## config.mk

```make
export PLATFORM = sky130hd
export DESIGN_NAME = mem_access_ctrl
export DESIGN_NICKNAME = d
export VERILOG_FILES = /design/src/rtl/mem_access_ctrl_pkg.sv /design/src/rtl/mem_access_ctrl_sp_unit.sv /design/src/rtl/mem_access_ctrl.sv
export SDC_FILE = /design/constraint.sdc
export NUM_CORES = 1
export LEC_CHECK = 0
export ABC_AREA = 1
export CORE_AREA = 3 3 95 97
export CTS_CLUSTER_SIZE = 24
export DETAILED_ROUTE_END_ITERATION = 10
export DIE_AREA = 0 0 98 100
export PLACE_DENSITY = 0.6
export SYNTH_ARGS = -nofsm -noshare
export SYNTH_HDL_FRONTEND = slang
export SYNTH_SLANG_ARGS = --single-unit
```

## constraint.sdc

```tcl
create_clock -name clk -period 3.5 [get_ports clk]
set_input_delay 0.7 -clock clk [delete_from_list [all_inputs] [get_ports clk]]
set_output_delay 0.7 -clock clk [all_outputs]
set_load 0.005 [all_outputs]
```

## src/rtl/mem_access_ctrl_pkg.sv

```systemverilog
// ============================================================================
// mem_access_ctrl_pkg : shared encodings for the data-memory request sequencer
// Rev 1.0
// ============================================================================
`default_nettype none

package mem_access_ctrl_pkg;

  localparam int ADDR_W = 9;
  localparam logic [ADDR_W-1:0] SP_RESET = 9'h1FF;

  localparam logic [1:0] OP_LOAD  = 2'b00;
  localparam logic [1:0] OP_STORE = 2'b01;
  localparam logic [1:0] OP_PUSH  = 2'b10;
  localparam logic [1:0] OP_POP   = 2'b11;

  typedef enum logic [1:0] {
    ST_IDLE  = 2'd0,
    ST_ISSUE = 2'd1,
    ST_WAIT  = 2'd2,
    ST_RESP  = 2'd3
  } state_t;

endpackage

`default_nettype wire

```

## src/rtl/mem_access_ctrl_sp_unit.sv

```systemverilog
// ============================================================================
// sp_unit : stack pointer register (grows down from SP_RESET) with full/empty
// Rev 1.0
// ============================================================================
`default_nettype none

module sp_unit
  import mem_access_ctrl_pkg::*;
#(
  parameter logic [ADDR_W-1:0] STACK_LIMIT = 9'd256
) (
  input  logic              clk,
  input  logic              rst,
  input  logic              inc,
  input  logic              dec,
  output logic [ADDR_W-1:0] sp,
  output logic              stack_full,
  output logic              stack_empty
);

  // inc/dec are only ever raised when the full/empty guard allowed the op
  always_ff @(posedge clk or posedge rst) begin
    if (rst) begin
      sp <= SP_RESET;
    end else if (inc) begin
      sp <= sp + 9'd1;
    end else if (dec) begin
      sp <= sp - 9'd1;
    end
  end

  assign stack_empty = (sp == SP_RESET);
  assign stack_full  = (sp == STACK_LIMIT - 9'd1);

endmodule

`default_nettype wire

```

## src/rtl/mem_access_ctrl.sv

```systemverilog
// ============================================================================
// mem_access_ctrl : sequences one LOAD/STORE/PUSH/POP at a time into the data memory
// Rev 1.0
// ============================================================================
`default_nettype none

module mem_access_ctrl
  import mem_access_ctrl_pkg::*;
#(
  parameter int                N           = 16,
  parameter logic [ADDR_W-1:0] STACK_LIMIT = 9'd256
) (
  input  logic              clk,
  input  logic              rst,
  input  logic              req_valid,
  output logic              req_ready,
  input  logic [1:0]        req_op,
  input  logic [ADDR_W-1:0] req_addr,
  input  logic [N-1:0]      req_wdata,
  output logic              mem_WR,
  output logic              mem_RD,
  output logic              mem_psh,
  output logic              mem_pop,
  output logic [ADDR_W-1:0] mem_address,
  output logic [N-1:0]      mem_data_in,
  output logic [ADDR_W-1:0] stackpointer,
  input  logic [N-1:0]      mem_rdata,
  output logic              resp_valid,
  output logic [N-1:0]      resp_data,
  output logic              resp_err,
  output logic              stack_full,
  output logic              stack_empty,
  output logic              ovf_sticky,
  output logic              udf_sticky
);

  state_t              r_state;
  state_t              w_next;
  logic [1:0]          r_op;
  logic [ADDR_W-1:0]   r_addr;
  logic [N-1:0]        r_wdata;
  logic                r_err;
  logic [N-1:0]        r_resp_data;
  logic                r_ovf;
  logic                r_udf;
  logic                w_ovf;
  logic                w_udf;
  logic                w_accept;
  logic                w_sp_inc;
  logic                w_sp_dec;

  sp_unit #(.STACK_LIMIT(STACK_LIMIT)) u_sp (
    .clk         (clk),
    .rst         (rst),
    .inc         (w_sp_inc),
    .dec         (w_sp_dec),
    .sp          (stackpointer),
    .stack_full  (stack_full),
    .stack_empty (stack_empty)
  );

  assign w_accept = (r_state == ST_IDLE) && req_valid;
  assign w_ovf    = (req_op == OP_PUSH) && stack_full;
  assign w_udf    = (req_op == OP_POP) && stack_empty;

  always_ff @(posedge clk or posedge rst) begin
    if (rst) begin
      r_state <= ST_IDLE;
    end else begin
      r_state <= w_next;
    end
  end

  always_ff @(posedge clk or posedge rst) begin
    if (rst) begin
      r_op        <= OP_LOAD;
      r_addr      <= '0;
      r_wdata     <= '0;
      r_err       <= 1'b0;
      r_resp_data <= '0;
      r_ovf       <= 1'b0;
      r_udf       <= 1'b0;
    end else begin
      if (w_accept) begin
        r_op    <= req_op;
        r_addr  <= req_addr;
        r_wdata <= req_wdata;
        r_err   <= w_ovf || w_udf;
        // Rejected requests skip WAIT, so their zero response is loaded here
        if (w_ovf || w_udf) begin
          r_resp_data <= '0;
        end
        if (w_ovf) begin
          r_ovf <= 1'b1;
        end
        if (w_udf) begin
          r_udf <= 1'b1;
        end
      end
      if (r_state == ST_WAIT) begin
        r_resp_data <= ((r_op == OP_LOAD) || (r_op == OP_POP)) ? mem_rdata : '0;
      end
    end
  end

  always_comb begin
    w_next     = r_state;
    req_ready  = 1'b0;
    resp_valid = 1'b0;
    mem_WR     = 1'b0;
    mem_RD     = 1'b0;
    mem_psh    = 1'b0;
    mem_pop    = 1'b0;
    w_sp_inc   = 1'b0;
    w_sp_dec   = 1'b0;
    case (r_state)
      ST_IDLE: begin
        req_ready = 1'b1;
        if (req_valid) begin
          w_next = (w_ovf || w_udf) ? ST_RESP : ST_ISSUE;
        end
      end
      ST_ISSUE: begin
        // SP moves on the same edge the memory samples, so it sees the old SP
        case (r_op)
          OP_LOAD:  mem_RD = 1'b1;
          OP_STORE: mem_WR = 1'b1;
          OP_PUSH: begin
            mem_psh  = 1'b1;
            w_sp_dec = 1'b1;
          end
          default: begin
            mem_pop  = 1'b1;
            w_sp_inc = 1'b1;
          end
        endcase
        w_next = ST_WAIT;
      end
      ST_WAIT: w_next = ST_RESP;
      ST_RESP: begin
        resp_valid = 1'b1;
        w_next     = ST_IDLE;
      end
      default: w_next = ST_IDLE;
    endcase
  end

  assign mem_address = r_addr;
  assign mem_data_in = r_wdata;
  assign resp_data   = r_resp_data;
  assign resp_err    = r_err && resp_valid;
  assign ovf_sticky  = r_ovf;
  assign udf_sticky  = r_udf;

endmodule

`default_nettype wire

```

==> results.md <==
- GR Util met3: 3.96%
- Dominant synthesized flop cell: dfrtp_1
- RSZ-0062 raised after global routing: no
- P per Cell Area: 848 nW/um^2
- Post-synth EDFFs: 0
- Die area: 9800 um^2
- Hold Crit Class: reg2reg
- Residual DRC count: 0
- Unique masters post-synth: 29
- Critical path's slowest cell: clkdlybuf4s50_1
- WL final: 7310 um
- Detailed placer's ending HPWL: 5300 um
- P_leak: 0.00217 uW
- F_max: 358 MHz
- Initial detailed-routing violation count: 99
- Critical Path Most Common Cell: inv_1
- Post-route minimum period: 2.79 ns
- Slew @ Worst Pin: 0.911 ns
- Avg Inst Size Synth: 8.29 um^2
- Die Wd: 98 um
- Via-per-instance ratio: 4.47
- Vias in the first global route: 2444
- Final setup fails: 0
- Clock Skews: 0.00859 ns
- CP Max Fanout: 9
- Grt ovf: 0
- Final Cell Area: 4240 um^2
- Clk buf depth: 2
- DR vias: 2527
- Post-CTS Setup Inserts: 0
- CTS Sinks: 57
- Post-DRT Antenna Nets: 0
- Status: finished clean
- Num ports: 107
- Slew headroom: 39.2%
- Crit path cell chain: inv_1 > ha_1 > nand2_1 > inv_1 > clkdlybuf4s50_1
- Commonest cells in the netlist: 170 x nand2_1, 48 x dfrtp_1, 31 x inv_1
- Worst Setup Start Kind: flip-flop
- Post_cts resized: 0
- CTS buffer count: 9
- Post-synthesis instance total: 345
- First-pass GRT wire length: 12200 um
- Placed inst area: 4020 um^2
- Final setup TNS: 0 ns
- Global routing usage on met2: 22.9%
- Most used routing layer: met2
- Post-synthesis cell area: 2860 um^2
- Initial Util: 34.8%
- Final hold vios: 0
- Seq/Total Area, Yosys: 50.3%
- # diodes: 0
- Share of layout cells above drive strength 1: 8.91%
- Routability cong.: 0.798
- Area Overhead vs Synth: 48.3%
- Period utilisation layout: 79.8%
- Synth top area cells: dfrtp_1 42%, nand2_1 22%, dfstp_2 8.3%, ha_1 6.6%, inv_1 4.1%
- Synth top area share: 42.0%
- Filler cells: 763
- Largest net degree at the start of global routing: 44
- Post-cts hold buffer count: 0
- Syn_nets: 407
- Clk slew on worst S/H paths: 0.07 ns
- Synth async-reset ratio: 100%
- WL/cell: 12.9 um
- VDD IR max: 0.421 mV
- H-tree depth: 3
- CP peak stage delay: 0.55 ns
- Clock latency on the worst-skew pair: 0.34 ns
- CP arrival: 2.09 ns
- GRT Total Usage: 15.5%
- Port Buffers: 106
- Setup Crit Path Kind: reg2out
- Worst setup EP type: output pin
- Max-slew violation count: 0
- Synth warn: 0
- Die Y-Extent: 100 um
- Core area: 8220 um^2
- Met1 Use GR: 21.7%
- Rows: 33
- Most common cell in the netlist: nand2_1
- Flops & latches, synth: 57
- Area leader, netlist: dfrtp_1
- Initial antenna violation count: 0
- DRT Pass-1 Iters: 4
- Root Buffer Master: clkbuf_8
- Nets: 517
- Worst EP required: 2.80 ns
- CTS tree: yes
- Total of max-cap violations: 0
## power breakdown
part | switching [uW] | internal [uW]
Clock | 283 | 403
Sequential | 188 | 975
Combinational | 860 | 888
Total | 1330 | 2270
## layout by cell type (no fill, tap or decap)
master,instances
nor2_2,4
nand2_4,2
clkinvlp_4,3
a21oi_1,2
inv_2,1
nor2_8,1
clkbuf_1,1
nand4_1,17
and2_1,1
bufinv_16,2
nand3b_1,3
clkinv_4,1
fa_1,1
dfstp_2,9
nand4_4,1
dfrtp_1,48
inv_6,1
nor2_1,6
buf_4,2
xnor2_1,1
o21ai_0,3
or2_2,1
ha_1,15
clkbuf_8,9
xor2_1,2
o21ai_1,2
nor2_4,2
clkinv_1,1
a22oi_1,1
nand3_1,9
clkdlybuf4s50_1,106
nand2_1,170
inv_1,30
nand2_2,2
## stage by stage
step                total power (uW)  worst slack (ns)  hold slack, ns  utilization, %  std cells
global placement                2910             0.866           0.453            48.9        549
finish                          3600             0.705           0.478            51.6        565
floorplan                       2110              1.42           0.449               -        345
global route                    3930             0.553           0.496            51.6        565
CTS                             3640             0.659           0.483            51.6        565
detailed placement              2930             0.807           0.459            48.9        549
## layout make-up
type,instances,area (um^2),share of cell area (%)
clock buffers,10,128,3.01
clock inverters,6,91.3,2.15
inverters,33,129,3.04
multi-input cells,246,1250,29.4
flip-flops and latches,57,1440,33.9
well taps,105,131,3.10
repair buffers,108,1080,25.4
## metal layers
metal | wire [um] | vias to the layer above | share of wire [%]
met4 | 91 | 0 | 1.2
li1 | - | 1295 | -
met5 | 0 | - | 0
met1 | 3570 | 1154 | 49
met2 | 3260 | 69 | 45
met3 | 393 | 9 | 5.4
## worst max-delay path: cells and delay by family (launching register included)
| kind | cells | cell delay (ns) |
|---|---|---|
| buf+inv | 3 | 0.90 |
| simple gates | 1 | 0.26 |
| fa+ha+maj | 1 | 0.20 |
| flops | 1 | 0.41 |
## state kept, by name, indices dropped and copies added, names as in the netlist
signal       count
r_op             2
mem_address      9
ovf_sticky       1
mem_data_in     16
resp_data       16
u_sp.sp          9
udf_sticky       1
r_err            1
r_state          2
## path summary, 6_finish.rpt
kind | startpoint | to | slack, ns | depth (start not counted)
setup / recovery | r_state[1] | mem_pop | 0.71 | 5
hold / removal | mem_data_in[10] | mem_data_in[10] | 0.48 | 2
setup reg to reg | r_state[1] | u_sp.sp[4] | 1.17 | 11
hold reg to reg | mem_data_in[10] | mem_data_in[10] | 0.48 | 2
max in group asynchronous | rst | u_sp.sp[6] | 1.86 | 3
min in group asynchronous | rst | resp_data[0] | 0.89 | 2
## cell families (layout without fill, tap and decap cells)
group	Yosys count	after routing	share of synthesized area [%]
and+or+nand+nor	219	219	33.9
adders and majority gates	16	16	7.26
AOI/OAI and AO/OA	8	8	1.49
DFF	57	57	50.3
xor gates and xnor gates	3	3	0.919
buffers and inverters	42	157	6.12
(Power assumes the default switching activity.)
